File: src/rtl/wash_sequencer_pkg.sv
// wash_sequencer_pkg: phase encodings shared by the wash controller and its display logic
package wash_sequencer_pkg;
  typedef enum logic [2:0] {
    IDLE  = 3'd0,
    FILL  = 3'd1,
    WASH  = 3'd2,
    RINSE = 3'd3,
    SPIN  = 3'd4,
    DONE  = 3'd5
  } phase_e;
  function automatic logic is_timed(phase_e p);
    return p inside {FILL, WASH, RINSE, SPIN};
  endfunction
endpackage

File: src/rtl/wash_sequencer_tick_gen.sv
// wash_sequencer_tick_gen: prescaler producing a 1-cycle tick every (BASE << freq) enabled cycles
module wash_sequencer_tick_gen #(
  parameter int BASE = 2
) (
  input  logic       clk,
  input  logic       rst_n,
  input  logic       load_i,
  input  logic [1:0] freq_i,
  input  logic       en_i,
  input  logic       clr_i,
  output logic       tick_o
);
  localparam int PW = $clog2(BASE * 8 + 1);
  logic [1:0]    freq_q;
  logic [PW-1:0] presc_q, presc_d, div;
  assign div     = PW'(BASE) << freq_q;
  assign tick_o  = en_i && presc_q == div - PW'(1);
  assign presc_d = clr_i ? '0 : !en_i ? presc_q : tick_o ? '0 : presc_q + PW'(1);
  always_ff @(posedge clk or negedge rst_n)
    if (!rst_n) begin
      freq_q  <= '0;
      presc_q <= '0;
    end else begin
      freq_q  <= load_i ? freq_i : freq_q;
      presc_q <= presc_d;
    end
endmodule

File: src/rtl/wash_sequencer.sv
// wash_sequencer: coin-operated wash FSM, FILL -> (WASH -> RINSE) x N -> SPIN -> DONE
import wash_sequencer_pkg::*;
module wash_sequencer #(
  parameter int TICK_DIV_BASE = 2,
  parameter int FILL_TICKS    = 2,
  parameter int WASH_TICKS    = 5,
  parameter int RINSE_TICKS   = 2,
  parameter int SPIN_TICKS    = 1,
  parameter int CNT_W         = 9,
  parameter int REP_W         = 2
) (
  input  logic             clk,
  input  logic             rst_n,
  input  logic [1:0]       clk_freq,
  input  logic             coin_in,
  input  logic [REP_W-1:0] wash_reps,
  input  logic             timer_pause,
  input  logic             abort,
  output logic             wash_done,
  output logic             busy,
  output logic [2:0]       phase,
  output logic [CNT_W-1:0] ticks_left,
  output logic [REP_W-1:0] rep_left
);
  phase_e           state_q, state_d, nxt;
  logic [CNT_W-1:0] ticks_q, ticks_d, nxt_dur;
  logic [REP_W-1:0] rep_q, rep_d;
  logic             start, timed, kill, tick;
  assign timed = is_timed(state_q);
  assign kill  = abort && state_q != IDLE;
  assign start = state_q == IDLE && coin_in && !abort;
  wash_sequencer_tick_gen #(.BASE(TICK_DIV_BASE)) u_tick (
    .clk    (clk),
    .rst_n  (rst_n),
    .load_i (start),
    .freq_i (clk_freq),
    .en_i   (timed && !kill && !(state_q == SPIN && timer_pause)),
    .clr_i  (!timed || kill),
    .tick_o (tick)
  );
  assign nxt = state_q == FILL ? WASH : state_q == WASH ? RINSE :
               state_q == RINSE ? (rep_q > REP_W'(1) ? WASH : SPIN) : DONE;
  assign nxt_dur = nxt == WASH ? CNT_W'(WASH_TICKS) : nxt == RINSE ? CNT_W'(RINSE_TICKS) :
                   nxt == SPIN ? CNT_W'(SPIN_TICKS) : '0;
  always_comb begin
    state_d = state_q;
    ticks_d = ticks_q;
    rep_d   = rep_q;
    if (kill) begin
      state_d = IDLE;
      ticks_d = '0;
      rep_d   = '0;
    end else if (start) begin
      state_d = FILL;
      ticks_d = CNT_W'(FILL_TICKS);
      rep_d   = wash_reps == '0 ? REP_W'(1) : wash_reps;
    end else if (state_q == DONE) begin
      state_d = IDLE;
      rep_d   = '0;
    end else if (tick && ticks_q != CNT_W'(1)) begin
      ticks_d = ticks_q - CNT_W'(1);
    end else if (tick) begin
      state_d = nxt;
      ticks_d = nxt_dur;
      // a new pass starts only when RINSE loops back to WASH
      rep_d   = (state_q == RINSE && nxt == WASH) ? rep_q - REP_W'(1) : rep_q;
    end
  end
  always_ff @(posedge clk or negedge rst_n)
    if (!rst_n) begin
      state_q <= IDLE;
      ticks_q <= '0;
      rep_q   <= '0;
    end else begin
      state_q <= state_d;
      ticks_q <= ticks_d;
      rep_q   <= rep_d;
    end
  assign wash_done  = state_q == DONE;
  assign busy       = timed;
  assign phase      = state_q;
  assign ticks_left = ticks_q;
  assign rep_left   = rep_q;
endmodule
File: config.mk
export PLATFORM = sky130hd
export DESIGN_NAME = wash_sequencer
export DESIGN_NICKNAME = d
export VERILOG_FILES = /design/src/rtl/wash_sequencer_pkg.sv /design/src/rtl/wash_sequencer_tick_gen.sv /design/src/rtl/wash_sequencer.sv
export SDC_FILE = /design/constraint.sdc
export NUM_CORES = 1
export LEC_CHECK = 0
export CORE_ASPECT_RATIO = 1.75
export CORE_UTILIZATION = 52
export CTS_CLUSTER_SIZE = 28
export DETAILED_ROUTE_END_ITERATION = 6
export PLACE_DENSITY_LB_ADDON = 0.2
export SLEW_MARGIN = 15
export SYNTH_ARGS = -nofsm -noshare
export SYNTH_HDL_FRONTEND = slang
export SYNTH_HIERARCHICAL = 1
export SYNTH_SLANG_ARGS = --single-unit
File: constraint.sdc
create_clock -name clk -period 4.4 [get_ports clk]
set_input_delay 1.32 -clock clk [delete_from_list [all_inputs] [get_ports clk]]
set_output_delay 1.32 -clock clk [all_outputs]
set_load 0.02 [all_outputs]
==> qor.txt, run 1 <==
=====================================================================================
Run status                                                                  completed
Cell row count                                                                     24
Unrepaired setup endpoints after global routing                                    no
Final WS setup                                                               0.428 ns
Simple-gate area share of the yosys netlist                                     27.2%
GRT Residual Overflow                                                               0
Worst slack on hold paths                                                    0.495 ns
Clock H-tree levels                                                                 1
Count of placed standard cells including taps                                     212
Number of global-route vias before repair                                        1281
Layout-stage area growth over the synthesis result                              20.9%
Synthesized netlist net count                                                     179
Die Wd                                                                        41.7 um
Number of hold violations in the final report                                       0
Dominant combinational cell family by area after synthesis               simple AND/OR/NAND/NOR gates
Antenna violations before repair                                                    0
Net Switching                                                              0.000243 W
Number of distinct library cells after synthesis                                   43
Met3 wire length                                                               140 um
Area of the die                                                              2980 um2
Number of flip-flops and latches in the synthesized netlist                        21
Count of nets after finishing                                                     204
Peak clock frequency supported by timing                                      252 MHz
Number of antenna-violating nets in the routed design                               0
Pin slew with the least headroom to its limit                                0.965 ns
Critical Setup Path Class                                                input port to flop
Detailed router's first-iteration violation count                                  36
Synthesis Warnings                                                                  6
Synth Area in Compound Gates                                                    18.4%
CTS buffer count                                                                    3
Buffers inserted by post-CTS timing repair                                          0
Overall power                                                              0.000667 W
Main flop type after synthesis                                           sky130_fd_sc_hd__dfrtp_1
Drt pass-1 iters                                                                    4
Synth Area in Adders                                                            3.49%
Shortest period the worst path allows                                         3.97 ns
Period utilisation layout                                                       90.3%
Slack of the worst reg-to-reg path                                            1.15 ns
End of the worst register-to-register path                               ticks_left[8]$_DFFE_PN0P_
Sum of negative setup slack                                                      0 ns
Filler Cell Count                                                                 209
# Max-Cap Violations                                                                0
Reg power frac                                                                  40.2%
Crit path capture type                                                           flop
Starting density of the core                                                    56.2%
Total Wirelength                                                              3.18 mm
Overall track demand over capacity in global routing                            23.5%
Routed vias                                                                      1323
Required time of the critical path                                            4.57 ns
Path class of the lowest-slack min-delay path                            flop to flop
Leak                                                                         0.711 nW
Gate count of the mapped netlist                                                  166
Clk Latency, worst-skew pair                                                  0.27 ns
Launch instance of the worst register-to-register path                   phase[0]$_DFFE_PN0P_
Buffers on Ports                                                                   24
Top routing layer in use                                                         met4
Metal1 wirelength                                                             1.32 mm
Total of hold buffers inserted after clock tree synthesis                           0
Synthesized cell area                                                        1430 um2
Root buffer cell                                                         sky130_fd_sc_hd__clkbuf_8
Die extent in y                                                               71.5 um
Number of sinks handled by clock tree synthesis                                    21
CTS resizes                                                                         0
Filler-free cell count of the finished design                                     216
Post-synthesis async set-or-reset flop share                                     100%
Clock-pin slew of the registers on the worst-case setup and hold paths        0.08 ns
Final setup vio count                                                               0
End point of the worst hold path                                         u_tick/presc_q[4]$_DFFE_PN0P_
Switching share of power                                                        36.4%
P per Cell Area                                                            384 nW/um2
Area of the core                                                             2550 um2
Largest net degree at the start of global routing                                  22
Mean instance size in the synthesized netlist                                8.64 um2
Crit Path Max Fanout                                                               10
Global placement routability congestion                                         0.770
Xor/xnor share of the synthesized area                                          4.89%
Combined area of the multi-input logic cells                                  850 um2
Seq/Total Area, Yosys                                                           36.6%
Final count of pins violating max slew                                              0
Worst Setup Start Kind                                                     input port
Wire length of the first global-routing pass                                  5.59 mm
Amount of wire on met2 after detailed routing                                 1.64 mm
Worst hold start                                                         u_tick/presc_q[4]$_DFFE_PN0P_
Combinational power share                                                       40.2%
Setup WS pre-CTS                                                             0.171 ns
I/O pins                                                                           25
Multiplexer fraction of the synthesized cell area                               5.24%
Largest clock skew in the final design                                     0.00383 ns
FF+latch area                                                                 526 um2
Clk network pwr share                                                           19.6%
CTS tree                                                                          yes
Antenna cells                                                                       0
Worst reg2reg path depth                                                           11
Fraction of layout instances using a drive strength above 1                     8.42%
Cell-internal power                                                        0.000424 W
Depth of the worst hold-timing path                                                 2
Number of buffers on the longest clock path                                         2
Hpwl dp                                                                       2.43 mm
Highest ir drop seen on vdd                                                0.000229 V
DR DRC count                                                                        0
Via density per instance                                                         6.13
Worst rel slew slack                                                            35.5%
Count of flip-flops with a built-in enable after synthesis                          0
Endpoint arrival time on the critical path                                    4.14 ns
DR WL/cell                                                                    14.7 um
=====================================================================================
==> power groups by stage <==
stage	combinational, W	clock, W	sequential (W)
CTS	0.000269	0.000130	0.000268
global route	0.000296	0.000138	0.000274
floorplan	0.000137	0	0.000299
global placement	0.000260	0	0.000270
finish	0.000268	0.000131	0.000268
detailed placement	0.000268	0	0.000272
==> layout by cell type (no fill, tap or decap), types with 5 or more instances in the layout <==
cell and count:
sky130_fd_sc_hd__inv_1 7, sky130_fd_sc_hd__dfrtp_1 21, sky130_fd_sc_hd__a21oi_1 9, sky130_fd_sc_hd__clkdlybuf4s50_1 24, sky130_fd_sc_hd__o31ai_1 6, sky130_fd_sc_hd__xnor2_1 7, sky130_fd_sc_hd__nor2_1 22, sky130_fd_sc_hd__nand2b_1 7
sky130_fd_sc_hd__o21ai_0 7, sky130_fd_sc_hd__nand2_1 15, sky130_fd_sc_hd__nor2b_1 5
==> cell usage after synthesis, drive strengths merged (2+ instances only) <==
cell,instances,share of area [%]
nor2b,5,2.2
nand2,15,3.9
mux2,4,3.1
or4,3,1.8
nand3b,2,1.0
or3,3,1.3
mux2i,3,2.1
nor3,4,1.4
inv,7,1.8
dfrtp,21,37
ha,4,3.5
xnor2,7,4.3
o211ai,2,1.0
buf,2,1.1
nand2b,7,3.1
nor2,23,6.2
o31ai,6,3.1
nand3,4,1.4
o21ai,7,2.4
clkbuf,4,1.1
a311oi,2,1.2
a21oi,9,3.1
nor4,3,1.3
o221a,2,1.6
a31oi,3,1.3
==> cell type report <==
type | instances | area share [%]
multi-input combinational | 132 | 49.0
sequential | 21 | 30.3
timing repair buffer | 26 | 14.7
clock buffer | 4 | 2.60
tap | 26 | 1.88
inverter | 7 | 1.52
==> per-stage QoR <==
step                      cell area (um2)  util, %
after floorplan                      1430        -
after global placement               1690     66.2
after detailed placement             1690     66.2
after CTS                            1730     67.9
after global routing                 1730     67.9
final                                1730     67.9
==> flip-flops by register name, indices dropped and copies added, names as in the netlist <==
name,count
u_tick/freq_q,2
u_tick/presc_q,5
ticks_left,9
phase,3
rep_left,2
==> worst max-delay path: stages <==
cell and delay (ns):
sky130_fd_sc_hd__clkdlybuf4s50_1 0.39, sky130_fd_sc_hd__nor3_1 0.13, sky130_fd_sc_hd__a21oi_1 0.09, sky130_fd_sc_hd__nor2_1 0.26, sky130_fd_sc_hd__o2111a_1 0.23, sky130_fd_sc_hd__o221a_2 0.29
sky130_fd_sc_hd__or4_1 0.17, sky130_fd_sc_hd__nor2_1 0.07, sky130_fd_sc_hd__or3_1 0.41, sky130_fd_sc_hd__or4_4 0.57, sky130_fd_sc_hd__o41ai_2 0.21
==> cell families (layout without fill, tap and decap cells) <==
kind of cell | Yosys count | after routing
AND/OR/NAND/NOR | 75 | 75
AO/OA/AOI/OAI | 38 | 38
flip-flops | 21 | 21
buffers and inverters | 13 | 37
XOR/XNOR | 8 | 8
multiplexers | 7 | 7
adder cells (fa/ha/maj) | 4 | 4
==> routing by layer <==
| metal | up-vias | global-route usage, % |
|---|---|---|
| met3 | 10 | 2.27 |
| li1 | 648 | - |
| met4 | 0 | 10.0 |
| met2 | 41 | 41.8 |
| met1 | 624 | 28.4 |
| met5 | - | 0 |
==> how the worst max path moves through the flow <==
stage	depth (start not counted)	start	endpoint
2_1_floorplan	11	timer_pause	ticks_left[8]$_DFFE_PN0P_
3_3_place_gp	11	timer_pause	ticks_left[8]$_DFFE_PN0P_
3_5_place_dp	11	timer_pause	ticks_left[8]$_DFFE_PN0P_
4_1_cts	11	timer_pause	ticks_left[8]$_DFFE_PN0P_
5_1_grt	11	timer_pause	ticks_left[8]$_DFFE_PN0P_
6_report	11	timer_pause	ticks_left[8]$_DFFE_PN0P_
No activity file was read; power rests on OpenSTA's default activity.
==> inputs of run 2 (changes only) <==
Settings changed: RECOVER_POWER set to 50.
==> run 2 against run 1 <==
Compared with the run above: clock skew hardly changed; sequential power barely moved; register-to-register slack hardly changed; wire length rose by 0.31%; maximum frequency down 0.29%; sequential share of layout area unchanged; via count hardly changed; critical endpoint unchanged; largest power group unchanged.
==> qor.txt, run 2 (synthesis results as in run 1) <==
=====================================================================================
P per Cell Area                                                            379 nW/um2   -1.4%
Worst hold start                                                         u_tick/presc_q[4]$_DFFE_PN0P_
Detailed router's first-iteration violation count                                  40   +11%
Worst Setup Start Kind                                                     input port
Wire length of the first global-routing pass                                  5.59 mm   unchanged
Buffers inserted by post-CTS timing repair                                          0   unchanged
Run status                                                                  completed
Number of flip-flops in the largest register                                        9   unchanged
Required time of the critical path                                            4.57 ns   about the same
Global placement routability congestion                                         0.770   unchanged
Number of buffers on the longest clock path                                         2   unchanged
Final cell utilization of the core                                              67.9%   unchanged
Critical Setup Path Class                                                input port to flop
Peak clock frequency supported by timing                                      251 MHz   -0.29%
Overall track demand over capacity in global routing                            23.5%   unchanged
Launching element of the worst setup path                                 timer_pause
Die Wd                                                                        41.7 um   unchanged
DR DRC count                                                                        0   unchanged
Antenna cells                                                                       0   unchanged
Hpwl dp                                                                       2.43 mm   unchanged
CTS resizes                                                                         0   unchanged
Unrepaired setup endpoints after global routing                                    no
Layout-stage area growth over the synthesis result                              20.9%   unchanged
Routed vias                                                                      1324   +0.076%
End point of the worst hold path                                         u_tick/presc_q[4]$_DFFE_PN0P_
Area of the die                                                              2980 um2   unchanged
Pin slew with the least headroom to its limit                                0.971 ns   +0.00628 ns
Clock-pin slew of the registers on the worst-case setup and hold paths        0.08 ns   about the same
Crit path capture type                                                           flop
Number of hold violations in the final report                                       0   unchanged
Worst slack on hold paths                                                    0.495 ns   +0.0000480 ns
Leak                                                                         0.722 nW   +1.5%
Die extent in y                                                               71.5 um   unchanged
Area of the core                                                             2550 um2   unchanged
Count of nets after finishing                                                     204   unchanged
Total of hold buffers inserted after clock tree synthesis                           0   unchanged
Root buffer cell                                                         sky130_fd_sc_hd__clkbuf_8
DR WL/cell                                                                    14.8 um   +0.31%
Drt pass-1 iters                                                                    4   unchanged
GRT Residual Overflow                                                               0   unchanged
I/O pins                                                                           25   unchanged
Most frequent cells in the layout                                        sky130_fd_sc_hd__nor2_1, sky130_fd_sc_hd__dfrtp_1, sky130_fd_sc_hd__clkdlybuf4s50_1, sky130_fd_sc_hd__nand2_1, sky130_fd_sc_hd__a21oi_1
Cell row count                                                                     24   unchanged
Endpoint arrival time on the critical path                                    4.15 ns   about the same
Number of sinks handled by clock tree synthesis                                    21   unchanged
Number of global-route vias before repair                                        1281   unchanged
Clock H-tree levels                                                                 1   unchanged
Number of antenna-violating nets in the routed design                               0   unchanged
Launch instance of the worst register-to-register path                   phase[0]$_DFFE_PN0P_
Buffers on Ports                                                                   24   unchanged
Overall power                                                              0.000657 W   -1.4%
CTS tree                                                                          yes
Largest net degree at the start of global routing                                  22   unchanged
Shortest period the worst path allows                                         3.98 ns   +0.0117 ns
Via density per instance                                                         6.13   about the same
Crit Path Max Fanout                                                               10   unchanged
# Max-Cap Violations                                                                0   unchanged
Fraction of layout instances using a drive strength above 1                     8.42%   unchanged
Sum of negative setup slack                                                      0 ns   unchanged
Antenna violations before repair                                                    0   unchanged
Final setup vio count                                                               0   unchanged
Starting density of the core                                                    56.2%   unchanged
Worst reg2reg path depth                                                           11   unchanged
End of the worst register-to-register path                               ticks_left[8]$_DFFE_PN0P_
Worst rel slew slack                                                            35.0%   -0.43 points
Largest clock skew in the final design                                     0.00376 ns   -0.0000726 ns
Total Wirelength                                                              3.19 mm   +0.31%
Path class of the lowest-slack min-delay path                            flop to flop
Period utilisation layout                                                       90.5%   +0.27 points
Commonest non-fill, non-tap cell in the layout                           sky130_fd_sc_hd__nor2_1
Clk Latency, worst-skew pair                                                  0.27 ns   about the same
Slack of the worst reg-to-reg path                                            1.14 ns   about the same
Depth of the worst hold-timing path                                                 2   unchanged
CTS buffer count                                                                    3   unchanged
Final count of pins violating max slew                                              0   unchanged
Highest ir drop seen on vdd                                                0.000226 V   -1.2%
=====================================================================================
==> run 2: per-layer routing <==
layer,wire (um),part of all wire (%),vias up,GRT usage (%)
li1,-,-,649,-
met1,1330,42,625,28.4
met2,1630,51,40,41.8
met3,144,4.5,10,2.27
met4,80,2.5,0,10.0
met5,0,0,-,0
==> run 2: cell type report <==
type	instances	area, um2
inverter	7	26.3
fill	209	818
tap	26	32.5
multi-input combinational	132	850
clock buffer	4	45.0
sequential	21	526
timing repair buffer	26	255
==> run 2: through the flow <==
stage	worst slack (ns)	cells	instance area (um2)
after floorplan	0.720	166	1430
after global placement	0.281	212	1690
after detailed placement	0.171	212	1690
after CTS	0.444	216	1730
after global routing	0.227	216	1730
final	0.416	216	1730
==> run 2: worst max-delay path, cell delays in order <==
cell and delay (ns):
sky130_fd_sc_hd__clkdlybuf4s50_1 0.39, sky130_fd_sc_hd__nor3_1 0.13, sky130_fd_sc_hd__a21oi_1 0.09, sky130_fd_sc_hd__nor2_1 0.26, sky130_fd_sc_hd__o2111a_1 0.23, sky130_fd_sc_hd__o221a_2 0.29
sky130_fd_sc_hd__or4_1 0.18, sky130_fd_sc_hd__nor2_1 0.07, sky130_fd_sc_hd__or3_1 0.41, sky130_fd_sc_hd__or4_4 0.57, sky130_fd_sc_hd__o41ai_2 0.21
==> run 2: where the power goes <==
group          internal, W  total, W  switching, W  leakage [nW]
Combinational     0.000124  0.000259      0.000135         0.422
Sequential        0.000226  0.000267     0.0000409         0.277
Clock            0.0000647  0.000131     0.0000661        0.0228
Total             0.000415  0.000657      0.000242         0.722
==> run 2: how the worst max path moves through the flow <==
stage                                 to
2_1_floorplan  ticks_left[8]$_DFFE_PN0P_
3_3_place_gp   ticks_left[8]$_DFFE_PN0P_
3_5_place_dp   ticks_left[8]$_DFFE_PN0P_
4_1_cts        ticks_left[8]$_DFFE_PN0P_
5_1_grt        ticks_left[8]$_DFFE_PN0P_
6_report       ticks_left[8]$_DFFE_PN0P_
